File: config.mk
export PLATFORM = sky130hd
export DESIGN_NAME = sram_req_ctrl
export DESIGN_NICKNAME = d
export VERILOG_FILES = /design/src/rtl/sram_pkg.sv /design/src/rtl/sram_rsp_fifo.sv /design/src/rtl/sram_req_ctrl.sv
export SDC_FILE = /design/constraint.sdc
export NUM_CORES = 1
export LEC_CHECK = 0
export CAP_MARGIN = 15
export CORE_ASPECT_RATIO = 1.1
export CORE_UTILIZATION = 44
export CTS_CLUSTER_SIZE = 16
export DETAILED_ROUTE_END_ITERATION = 8
export PLACE_DENSITY = 0.76
export SETUP_SLACK_MARGIN = 0.02
export SLEW_MARGIN = 40
export SYNTH_ARGS = -nofsm -noshare
export SYNTH_HDL_FRONTEND = slang
export SYNTH_SLANG_ARGS = --single-unit
File: constraint.sdc
create_clock -name clock -period 2.2 [get_ports clock]
set_input_delay 0.44 -clock clock [delete_from_list [all_inputs] [get_ports clock]]
set_output_delay 0.44 -clock clock [all_outputs]
set_load 0.01 [all_outputs]
File: src/rtl/sram_pkg.sv
// ---------------------------------------------------------------------------
// sram_pkg
//
// Shared definitions for the 256x32 SRAM request path.
//
// Contents:
//   ADR_W, DAT_W, STRB_W  word-address, data and byte-strobe widths of the
//                         SRAM macro
//   rsp_entry_t           one queued response: write-ack flag and read data
//   merge_wstrb()         byte-lane merge of new write data over an old word.
//                         This is what the SRAM does on a strobed write, so
//                         reference models and checkers can predict the
//                         contents of memory after a partial write.
// ---------------------------------------------------------------------------
package sram_pkg;

    localparam int ADR_W  = 8;
    localparam int DAT_W  = 32;
    localparam int STRB_W = DAT_W / 8;

    // A response as it sits in the response FIFO. Write acks carry zero data,
    // so a consumer can ignore rdata whenever write is set.
    typedef struct packed {
        logic             write;
        logic [DAT_W-1:0] rdata;
    } rsp_entry_t;

    // Replace each byte lane of old_data whose strobe bit is set with the
    // corresponding lane of new_data; lanes with a clear strobe keep the old
    // byte. A zero strobe returns old_data unchanged.
    function automatic logic [DAT_W-1:0] merge_wstrb(
        input logic [DAT_W-1:0]  old_data,
        input logic [DAT_W-1:0]  new_data,
        input logic [STRB_W-1:0] strb
    );
        logic [DAT_W-1:0] result;
        result = old_data;
        for (int lane = 0; lane < STRB_W; lane++) begin
            if (strb[lane]) begin
                result[8*lane +: 8] = new_data[8*lane +: 8];
            end
        end
        return result;
    endfunction

endpackage

File: src/rtl/sram_rsp_fifo.sv
// ---------------------------------------------------------------------------
// sram_rsp_fifo
//
// Small synchronous FIFO that holds completed responses until the consumer
// takes them. First-word-fall-through: the oldest entry is always visible on
// head_data while the FIFO is not empty.
//
// Parameters:
//   WIDTH   bits per entry
//   DEPTH   number of entries (any value >= 1)
//
// Ports:
//   clock      in   system clock, rising edge
//   reset_n    in   asynchronous active-low reset; empties the FIFO
//   push       in   write push_data into the tail this cycle
//   push_data  in   entry to store
//   pop        in   drop the head entry this cycle
//   head_data  out  oldest stored entry (undefined content while empty)
//   empty      out  no entries stored
//   count      out  number of entries stored, 0..DEPTH
//
// The owner is expected never to push into a full FIFO nor pop an empty
// one; both are flagged by assertions rather than silently absorbed.
// ---------------------------------------------------------------------------
module sram_rsp_fifo #(
    parameter int  WIDTH = 33,
    parameter int  DEPTH = 4,
    localparam int PTR_W = (DEPTH > 1) ? $clog2(DEPTH) : 1,
    localparam int CNT_W = $clog2(DEPTH + 1)
) (
    input  logic             clock,
    input  logic             reset_n,
    input  logic             push,
    input  logic [WIDTH-1:0] push_data,
    input  logic             pop,
    output logic [WIDTH-1:0] head_data,
    output logic             empty,
    output logic [CNT_W-1:0] count
);

    logic [WIDTH-1:0] storage [DEPTH];
    logic [PTR_W-1:0] wr_ptr;
    logic [PTR_W-1:0] rd_ptr;
    logic             full;
    logic             do_push;
    logic             do_pop;

    // Pointers wrap explicitly at DEPTH-1 so non power-of-two depths work.
    function automatic logic [PTR_W-1:0] next_ptr(input logic [PTR_W-1:0] ptr);
        if (ptr == PTR_W'(DEPTH - 1)) begin
            return '0;
        end
        return ptr + PTR_W'(1);
    endfunction

    assign empty     = (count == '0);
    assign full      = (count == CNT_W'(DEPTH));
    assign do_push   = push && !full;
    assign do_pop    = pop && !empty;
    assign head_data = storage[rd_ptr];

    // Entry storage carries no reset: an entry is only ever read after it
    // has been written, and emptiness is tracked by count alone.
    always_ff @(posedge clock) begin
        if (do_push) begin
            storage[wr_ptr] <= push_data;
        end
    end

    // Pointer and occupancy bookkeeping. A simultaneous push and pop moves
    // both pointers and leaves the count where it was.
    always_ff @(posedge clock or negedge reset_n) begin
        if (!reset_n) begin
            wr_ptr <= '0;
            rd_ptr <= '0;
            count  <= '0;
        end else begin
            if (do_push) begin
                wr_ptr <= next_ptr(wr_ptr);
            end
            if (do_pop) begin
                rd_ptr <= next_ptr(rd_ptr);
            end
            case ({do_push, do_pop})
                2'b10:   count <= count + CNT_W'(1);
                2'b01:   count <= count - CNT_W'(1);
                default: count <= count;
            endcase
        end
    end

    // A push into a full FIFO would lose a response; upstream credit
    // accounting must make this impossible.
    fifo_overflow: assert property (@(posedge clock) disable iff (!reset_n)
        !(push && full));

    fifo_underflow: assert property (@(posedge clock) disable iff (!reset_n)
        !(pop && empty));

endmodule

File: src/rtl/sram_req_ctrl.sv
// ---------------------------------------------------------------------------
// sram_req_ctrl
//
// Request-side front end of the 256x32 SRAM. Turns a valid/ready request
// channel into the SRAM's pin-level interface and returns one in-order
// response per request (read data, or a zero-data ack for writes).
//
// Parameters:
//   RSP_DEPTH  response FIFO entries; also the total number of requests that
//              may be outstanding (queued responses plus the one in flight)
//   CNT_W      width of the completed-read / completed-write counters
//
// Ports:
//   clock         in   system clock, rising edge
//   reset_n       in   asynchronous active-low reset
//   io_req_valid  in   request present
//   io_req_ready  out  request accepted when valid && ready
//   io_req_write  in   1 = write, 0 = read
//   io_req_adr    in   word address
//   io_req_wdata  in   write data
//   io_req_wstrb  in   byte enables, bit i covers data bits [8i+7:8i]
//   io_rsp_valid  out  response available
//   io_rsp_ready  in   response consumed when valid && ready
//   io_rsp_write  out  response is a write ack
//   io_rsp_rdata  out  read data, 0 for write acks
//   io_cen        out  SRAM chip enable, active low
//   io_wen        out  SRAM write enable, active low
//   io_wstrb      out  SRAM byte strobes
//   io_adr        out  SRAM address
//   io_d          out  SRAM write data
//   io_q          in   SRAM read data, valid the cycle after a read issue
//   io_rd_cnt     out  completed reads, wrapping
//   io_wr_cnt     out  completed writes, wrapping
//
// Timing: a request accepted in cycle N drives the SRAM pins in cycle N.
// In cycle N+1 the access is "in flight": io_q holds the read word and the
// response is pushed at the end of that cycle, so the earliest response is
// visible in cycle N+2. Requests can be accepted every cycle as long as the
// consumer keeps up.
// ---------------------------------------------------------------------------
module sram_req_ctrl
    import sram_pkg::*;
#(
    parameter int RSP_DEPTH = 4,
    parameter int CNT_W     = 16
) (
    input  logic              clock,
    input  logic              reset_n,

    input  logic              io_req_valid,
    output logic              io_req_ready,
    input  logic              io_req_write,
    input  logic [ADR_W-1:0]  io_req_adr,
    input  logic [DAT_W-1:0]  io_req_wdata,
    input  logic [STRB_W-1:0] io_req_wstrb,

    output logic              io_rsp_valid,
    input  logic              io_rsp_ready,
    output logic              io_rsp_write,
    output logic [DAT_W-1:0]  io_rsp_rdata,

    output logic              io_cen,
    output logic              io_wen,
    output logic [STRB_W-1:0] io_wstrb,
    output logic [ADR_W-1:0]  io_adr,
    output logic [DAT_W-1:0]  io_d,
    input  logic [DAT_W-1:0]  io_q,

    output logic [CNT_W-1:0]  io_rd_cnt,
    output logic [CNT_W-1:0]  io_wr_cnt
);

    localparam int FIFO_CNT_W = $clog2(RSP_DEPTH + 1);
    localparam int CREDIT_W   = FIFO_CNT_W + 1;

    logic                  fire;
    logic                  inflight;
    logic                  inflight_write;
    logic [FIFO_CNT_W-1:0] fifo_count;
    logic                  fifo_empty;
    logic [CREDIT_W-1:0]   credits_used;
    logic                  rsp_pop;
    rsp_entry_t            push_entry;
    rsp_entry_t            head_entry;

    // Credit check: every accepted request owns a FIFO slot from the moment
    // it is accepted, so an in-flight access counts as much as a queued
    // response. Only registered state feeds this, which keeps io_req_ready
    // free of any path from io_rsp_ready. Holding ready low during reset
    // also guarantees nothing is issued to the SRAM while reset is asserted.
    assign credits_used = CREDIT_W'(fifo_count) + CREDIT_W'(inflight);
    assign io_req_ready = reset_n && (credits_used < CREDIT_W'(RSP_DEPTH));
    assign fire         = io_req_valid && io_req_ready;

    // SRAM pin drive. The macro samples its pins on the next rising edge, so
    // the pins follow the accepted request combinationally. Idle cycles park
    // every pin at its inactive value with zeroed address and data, and a
    // read never presents write data or strobes.
    always_comb begin
        io_cen   = 1'b1;
        io_wen   = 1'b1;
        io_adr   = '0;
        io_d     = '0;
        io_wstrb = '0;
        if (fire) begin
            io_cen = 1'b0;
            io_wen = !io_req_write;
            io_adr = io_req_adr;
            if (io_req_write) begin
                io_d     = io_req_wdata;
                io_wstrb = io_req_wstrb;
            end
        end
    end

    // Remember that an access was issued last cycle and whether it was a
    // write. A reset drops any access in flight, so its response never
    // reaches the FIFO.
    always_ff @(posedge clock or negedge reset_n) begin
        if (!reset_n) begin
            inflight       <= 1'b0;
            inflight_write <= 1'b0;
        end else begin
            inflight       <= fire;
            inflight_write <= fire && io_req_write;
        end
    end

    // The response for the in-flight access: io_q is valid exactly now for
    // a read, while a write ack carries zero data regardless of io_q.
    always_comb begin
        push_entry.write = inflight_write;
        push_entry.rdata = inflight_write ? '0 : io_q;
    end

    // Completion counters advance on the same edge that queues the response,
    // so a request counts as completed once its response exists. They wrap
    // silently.
    always_ff @(posedge clock or negedge reset_n) begin
        if (!reset_n) begin
            io_rd_cnt <= '0;
            io_wr_cnt <= '0;
        end else if (inflight) begin
            if (inflight_write) begin
                io_wr_cnt <= io_wr_cnt + CNT_W'(1);
            end else begin
                io_rd_cnt <= io_rd_cnt + CNT_W'(1);
            end
        end
    end

    sram_rsp_fifo #(
        .WIDTH (DAT_W + 1),
        .DEPTH (RSP_DEPTH)
    ) u_rsp_fifo (
        .clock     (clock),
        .reset_n   (reset_n),
        .push      (inflight),
        .push_data (push_entry),
        .pop       (rsp_pop),
        .head_data (head_entry),
        .empty     (fifo_empty),
        .count     (fifo_count)
    );

    // Response channel. The head fields are masked with valid so that an
    // empty FIFO (including throughout reset) shows all-zero outputs rather
    // than whatever stale entry the storage still holds.
    assign io_rsp_valid = !fifo_empty;
    assign rsp_pop      = io_rsp_valid && io_rsp_ready;
    assign io_rsp_write = io_rsp_valid && head_entry.write;
    assign io_rsp_rdata = io_rsp_valid ? head_entry.rdata : '0;

endmodule

==> run_results.csv, run 1 <==
group,metric,value,unit
floorplan,io_pins,194,
clock_tree,cts_max_path_buffers,2,
clock_tree,cts_tree,"yes",
timing,setup_viol,72,
power_and_ir_drop,p_leak,4.43,nW
run_status,failed_checks,"setup timing",
critical_path,endpoint_kind,"output pin",
timing,min_period_over_period,109,%
clock_tree,clk_pin_slew,60,ps
route,ant_nets,0,
critical_path,path_delay_family,"buffers and inverters",
final_layout,drive_above_1_share,40.1,%
final_layout,fin_area,11200,um^2
synth,synth.top_cells.by_count,"edfxtp_1 (132), and3_1 (50), dfrtp_1 (41), and2_1 (38)",
run,maxCapViolations,0,
place,hpwl,10900,um
place,place_area,9840,um^2
floorplan,start_util,45.3,%
critical_path,critPathLaunchType,"flip-flop",
synth,synth_area_per_cell,15.9,um^2
synth,ys_seq_area_share,67.0,%
route,num_vias,4858,
route,wire_per_inst,20.7,um
global_routing,grt.overflow.total,0,
final_layout,fillers,1064,
timing,layout_min_cycle_time,2400,ps
global_routing,grt_pass1_wl,28500,um
global_routing,grt_antenna_before_repair,1,
timing,worstMarginPinSlew,525,ps
power_and_ir_drop,p_per_area,1070,nW/um^2
critical_path,cp_max_fo,5,
critical_path,reg2reg_setup_slack,-20,ps
worst_hold_path,hp-class,"input pin to async pin",
timing,fin_skew,10.1,ps
synth,ys_seq_elements,173,
power_and_ir_drop,ir_drop,675,uV
synth,synth_edf_count,132,
clock_tree,htree_levels,4,
synth,syn_inst,469,
floorplan,rows,49,
final_layout,syn_to_final_growth,50.7,%
timing,worst_slack,-198,ps
critical_path,worstSetupPathType,"flip-flop to output pin",
floorplan,core,16400,um^2
route,dr.pass1.iters,4,
route,wl,19300,um
timing,rsz0062_at_grt,"true",
critical_path,cpPeakStageDelay,490,ps
floorplan,die_area,17500,um^2
timing,max_slew_margin,65.0,%
synth,yosysWarnings,0,
clock_tree,cts.sinks,173,
final_layout,fin_util,68.3,%
critical_path,r2r_cells,11,
final_layout,insertedDiodeCount,0,
critical_path,timing.critical_path.cells,"buf_12 > buf_8 > buf_16 > mux4_2 > and2_1 > buf_2",
clock_tree,clock_latency,420,ps
synth,synth_top_area_share,53.2,%
place,portBuffers,193,
clock_tree,cts_root_buf,"clkbuf_16",
synth,syn_nets,559,
global_routing,grt_pass1_vias,5152,
critical_path,crit_cells,6,
synth,synthDistinctLibCells,33,
synth,syn_area,7450,um^2
floorplan,die_x,126,um
timing,fmax,417,MHz
synth,synth_area_leaders,"edfxtp_1 (53%), dfrtp_1 (14%), mux4_2 (10%)",
timing,finalHoldViolCount,0,
place,place.gp.congestion,0.803,
run_status,outcome,"complete, but fails checks",
critical_path,slowest_stage,"mux4_2",
timing,slew_viol_final,0,
global_routing,grt_max_degree,42,
critical_path,required,1760,ps
final_layout,multi_input_area,2570,um^2
floorplan,die_y,138,um
global_routing,track_usage,21.6,%
synth,synth_area_leader_cell,"edfxtp_1",
route,vias_per_cell,5.21,
route,drcViolationCount,0,
critical_path,r2r_end,"u_rsp_fifo.count[2]$_DFFE_PN0P_",
clock_tree,cts_buffers,17,
synth,synth_most_common_cell,"edfxtp_1",
final_layout,ff_latch_area,4990,um^2
synth,ys.flop_type,"edfxtp_1",
final_layout,final_nets,805,
critical_path,timing.rr.start,"u_rsp_fifo.count[0]$_DFFE_PN0P_",
synth,synthArstFlopShare,23.7,%
route,drt_iter0_markers,285,
critical_path,path_buf_inv,4,
critical_path,arrival,1960,ps
## metrics by stage
step	setup TNS, ps	setup slack (ps)	hold WS (ps)	total power, mW	cells
final	-8630	-198	101	12.0	932
after global routing	-13170	-267	151	12.5	932
after CTS	-11950	-269	106	11.6	929
after detailed placement	-10450	-286	471	7.87	869
after global placement	-9030	-260	458	7.78	869
after floorplan	0	92.0	144	6.02	469
## layout make-up
class / count / area share (%)
sequential: 173 / 44.5
timing repair buffer: 252 / 24.5
multi-input combinational: 256 / 22.9
clock buffer: 17 / 3.79
tap: 204 / 2.27
clock inverter: 15 / 1.53
inverter: 15 / 0.524
## power breakdown
group	internal [mW]	switching, mW
Sequential	3.86	0.191
Clock	1.78	1.23
Combinational	2.99	1.96
Total	8.63	3.38
## kinds of logic (layout without fill, tap and decap cells)
family | count (synthesis) | count (layout) | share of synthesized area [%]
simple gates | 172 | 172 | 14.2
compound gates | 5 | 5 | 0.437
fa+ha+maj | 9 | 9 | 1.61
flops | 173 | 173 | 67.0
mux | 37 | 37 | 10.6
buf+inv | 40 | 299 | 2.33
xor+xnor | 33 | 33 | 3.88
## placed cells by master (no fill, tap or decap), drive strengths merged, types with 2 or more instances in the layout
cell	netlist	final
or2	2	2
dfrtp	41	41
inv	15	17
o21ai	2	2
xnor2	18	18
nor2b	33	33
edfxtp	132	132
and3	50	50
xor2	15	15
nand2	12	12
buf	10	136
clkbuf	15	22
nor2	10	10
nand4	10	10
clkinv	0	7
nor3	3	3
and2	39	39
ha	8	8
mux2	3	3
nand3	7	7
nor4	4	4
bufinv	0	3
mux4	33	33
clkdlybuf4s50	0	111
clkinvlp	0	3
## registers in the layout, summed over array words and instances (netlist names)
signal,count
inflight,1
io_rd_cnt,16
inflight_write,1
u_rsp_fifo.wr_ptr,2
io_wr_cnt,16
u_rsp_fifo.count,3
u_rsp_fifo.rd_ptr,2
u_rsp_fifo.storage,132
## worst max-delay path by stage
| stage | from | end | slack (ps) |
|---|---|---|---|
| floorplan | u_rsp_fifo.count[0]$_DFFE_PN0P_ | u_rsp_fifo.storage[3][0]$_DFFE_PP_ | 90 |
| global placement | io_req_valid | io_d[14] | -260 |
| detailed placement | reset_n | io_d[19] | -290 |
| CTS | u_rsp_fifo.count[0]$_DFFE_PN0P_ | io_d[10] | -270 |
| global route | u_rsp_fifo.rd_ptr[0]$_DFFE_PN0P_ | io_rsp_rdata[30] | -270 |
| finish | u_rsp_fifo.rd_ptr[0]$_DFFE_PN0P_ | io_rsp_rdata[30] | -200 |
## per-layer routing
layer  share of wire (%)  vias up  routed length, um  global-route usage [%]
li1                    -     2236                  -                       -
met3                 4.8       20                922                    5.69
met5                   0        -                  0                       0
met4                 1.0        0                197                    5.39
met1                  42     2456               8030                    27.5
met2                  53      146              10100                    36.9
## what timing repair did
action                                  4_1_cts  5_1_grt
endpoints found under the setup margin       81       75
pin swaps                                    35       38
gates cloned                                 10        4
hold buffers                                  0        0
buffers inserted                             21        7
gates resized for setup                     370      120
Note: power is estimated with default switching activity, not from simulation.
==> inputs of run 2 (changes only) <==
--- a/config.mk
+++ b/config.mk
@@ -10,6 +10,7 @@
 export CORE_UTILIZATION = 44
 export CTS_CLUSTER_SIZE = 16
 export DETAILED_ROUTE_END_ITERATION = 8
+export GPL_ROUTABILITY_DRIVEN = 0
 export PLACE_DENSITY = 0.76
 export SETUP_SLACK_MARGIN = 0.02
 export SLEW_MARGIN = 40
==> results of run 2 <==
The final DEF is identical to that of run 1; final timing and power are the same.
==> inputs of run 3 (changes only) <==
--- a/config.mk
+++ b/config.mk
@@ -7,12 +7,13 @@
 export LEC_CHECK = 0
 export CAP_MARGIN = 15
 export CORE_ASPECT_RATIO = 1.1
-export CORE_UTILIZATION = 44
+export CORE_UTILIZATION = 53
 export CTS_CLUSTER_SIZE = 16
 export DETAILED_ROUTE_END_ITERATION = 8
 export GPL_ROUTABILITY_DRIVEN = 0
-export PLACE_DENSITY = 0.76
+export PLACE_DENSITY = 0.86
 export SETUP_SLACK_MARGIN = 0.02
+export SKIP_LAST_GASP = 1
 export SLEW_MARGIN = 40
 export SYNTH_ARGS = -nofsm -noshare
 export SYNTH_HDL_FRONTEND = slang
==> constraint.sdc (replaced) <==
create_clock -name clock -period 2.9 [get_ports clock]
set_input_delay 0.58 -clock clock [delete_from_list [all_inputs] [get_ports clock]]
set_output_delay 0.58 -clock clock [all_outputs]
set_load 0.01 [all_outputs]
==> run_results.csv, run 3 (synthesis gave the netlist of run 1 again) <==
group,metric,value,unit
run_status,outcome,"completed",
global_routing,grt.overflow.total,0,
floorplan,start_util,54.2,%
clock_tree,htree_levels,4,
critical_path,cp_max_fo,10,
global_routing,track_usage,23.2,%
floorplan,die_y,126,um
floorplan,core,13700,um^2
route,drt_iter0_markers,275,
global_routing,grt_pass1_vias,4800,
worst_hold_path,hp-class,"input pin to async pin",
floorplan,die_x,115,um
timing,setup_viol,0,
place,pre_cts_ws,95.3,ps
final_layout,top_register,"u_rsp_fifo.storage",
timing,fmax,351,MHz
floorplan,die_area,14500,um^2
timing,max_slew_margin,56.6,%
timing,layout_min_cycle_time,2850,ps
global_routing,grt_pass1_wl,25200,um
critical_path,required,2320,ps
route,vias_per_cell,5.34,
route,wl,16700,um
critical_path,arrival,2270,ps
clock_tree,cts_buffers,17,
critical_path,endpoint_kind,"output pin",
place,place_area,9700,um^2
global_routing,grt_antenna_before_repair,0,
final_layout,multi_input_area,2300,um^2
route,num_vias,4751,
timing,fin_skew,8.16,ps
final_layout,syn_to_final_growth,43.0,%
timing,min_period_over_period,98.2,%
timing,holdWs,255,ps
final_layout,fillers,823,
place,portBuffers,193,
clock_tree,cts_tree,"yes",
final_layout,largest_reg_flops,132,
clock_tree,postCtsHoldBufs,0,
power_and_ir_drop,ir_drop,450,uV
floorplan,io_pins,194,
final_layout,ff_latch_area,5000,um^2
final_layout,largestRegisters,"u_rsp_fifo.storage: 132 flops, io_rd_cnt: 16 flops, io_wr_cnt: 16 flops",
timing,slew_viol_final,0,
critical_path,critPathLaunchType,"flip-flop",
clock_tree,cts_max_path_buffers,2,
final_layout,mostFrequentLayoutCell,"clkdlybuf4s50_1",
floorplan,rows,45,
clock_tree,clk_pin_slew,60,ps
power_and_ir_drop,p_per_area,794,nW/um^2
run,maxCapViolations,0,
route,ant_nets,0,
place,place_inst,840,
clock_tree,cts.sinks,173,
final_layout,fin_area,10600,um^2
power_and_ir_drop,p_leak,4.82,nW
global_routing,grt_max_degree,42,
final_layout,fin_util,77.5,%
clock_tree,clock_latency,420,ps
timing,finalHoldViolCount,0,
route,dr.pass1.iters,4,
route,drcViolationCount,0,
critical_path,worstSetupPathType,"flip-flop to output pin",
timing,rsz0062_at_grt,"true",
timing,worstMarginPinSlew,649,ps
final_layout,stdcell_count,889,
final_layout,layout_common_cells,"clkdlybuf4s50_1 (141), edfxtp_1 (132), and3_1 (50), dlymetal6s2s_1 (50), dfrtp_1 (38)",
final_layout,final_nets,778,
place,hpwl,10500,um
final_layout,insertedDiodeCount,0,
clock_tree,cts_root_buf,"clkbuf_16",
final_layout,drive_above_1_share,16.4,%
route,wire_per_inst,18.8,um
timing,worst_slack,51.3,ps
run 3: cell types whose count changed in the layout (fill, tap and decap cells not counted), moves of 5 or more:
cell	change
and2_1	+25
and2_4	-25
and3_1	+36
and3_4	-36
buf_12	-6
buf_16	-5
buf_2	-16
buf_6	-72
clkdlybuf4s50_1	+30
dlymetal6s2s_1	+50
run 3: per-layer routing:
layer	track usage, %	share of wire, %
met5	0	0
met4	5.12	1.1
met3	6.88	5.5
met2	39.4	52
met1	29.5	41
run 3: power breakdown:
group / leakage [nW] / total, mW / switching [mW] / internal, mW
Combinational: 2.78 / 2.88 / 1.19 / 1.69
Clock: 0.305 / 2.45 / 0.917 / 1.54
Sequential: 1.74 / 3.12 / 0.187 / 2.93
run 3: area by class of cell:
type                    count  area share, %
inverters                  15          0.529
repair buffers            225           22.7
clock inverters            13           2.00
clock buffers              19           4.07
well taps                 188           2.21
flip-flops and latches    173           46.9
multi-input cells         256           21.6
run 3: through the flow:
step	power, mW	TNS (ps)
after floorplan	4.57	0
after global placement	5.79	0
after detailed placement	5.88	0
after CTS	8.37	-2.02
after global routing	8.83	-96.0
final	8.45	0
run 3: path summary, 6_finish.rpt:
kind	slack [ps]	start	cells after the start	endpoint
hold / removal	260	reset_n	2	io_rd_cnt[10]$_DFFE_PN0P_
setup reg to reg	560	u_rsp_fifo.count[0]$_DFFE_PN0P_	11	u_rsp_fifo.count[2]$_DFFE_PN0P_
min in group clock	480	io_rd_cnt[15]$_DFFE_PN0P_	1	io_rd_cnt[15]$_DFFE_PN0P_
hold reg to reg	480	io_rd_cnt[15]$_DFFE_PN0P_	1	io_rd_cnt[15]$_DFFE_PN0P_
max in group asynchronous	2250	reset_n	2	u_rsp_fifo.rd_ptr[0]$_DFFE_PN0P_
setup / recovery	50	u_rsp_fifo.rd_ptr[0]$_DFFE_PN0P_	4	io_rsp_rdata[30]
run 3: timing repair:
item                       CTS  global route
gates cloned                 0             2
setup endpoints to repair   63            65
resized for setup            4            52
buffers inserted             3            12
pin swaps                    1             1
hold endpoints to repair     0             0
run 3: critical path, cell delays in order (launching register included):
cell	delay (ps)
dfrtp_4	510
buf_12	170
mux4_2	510
and2_1	180
clkdlybuf4s50_1	480
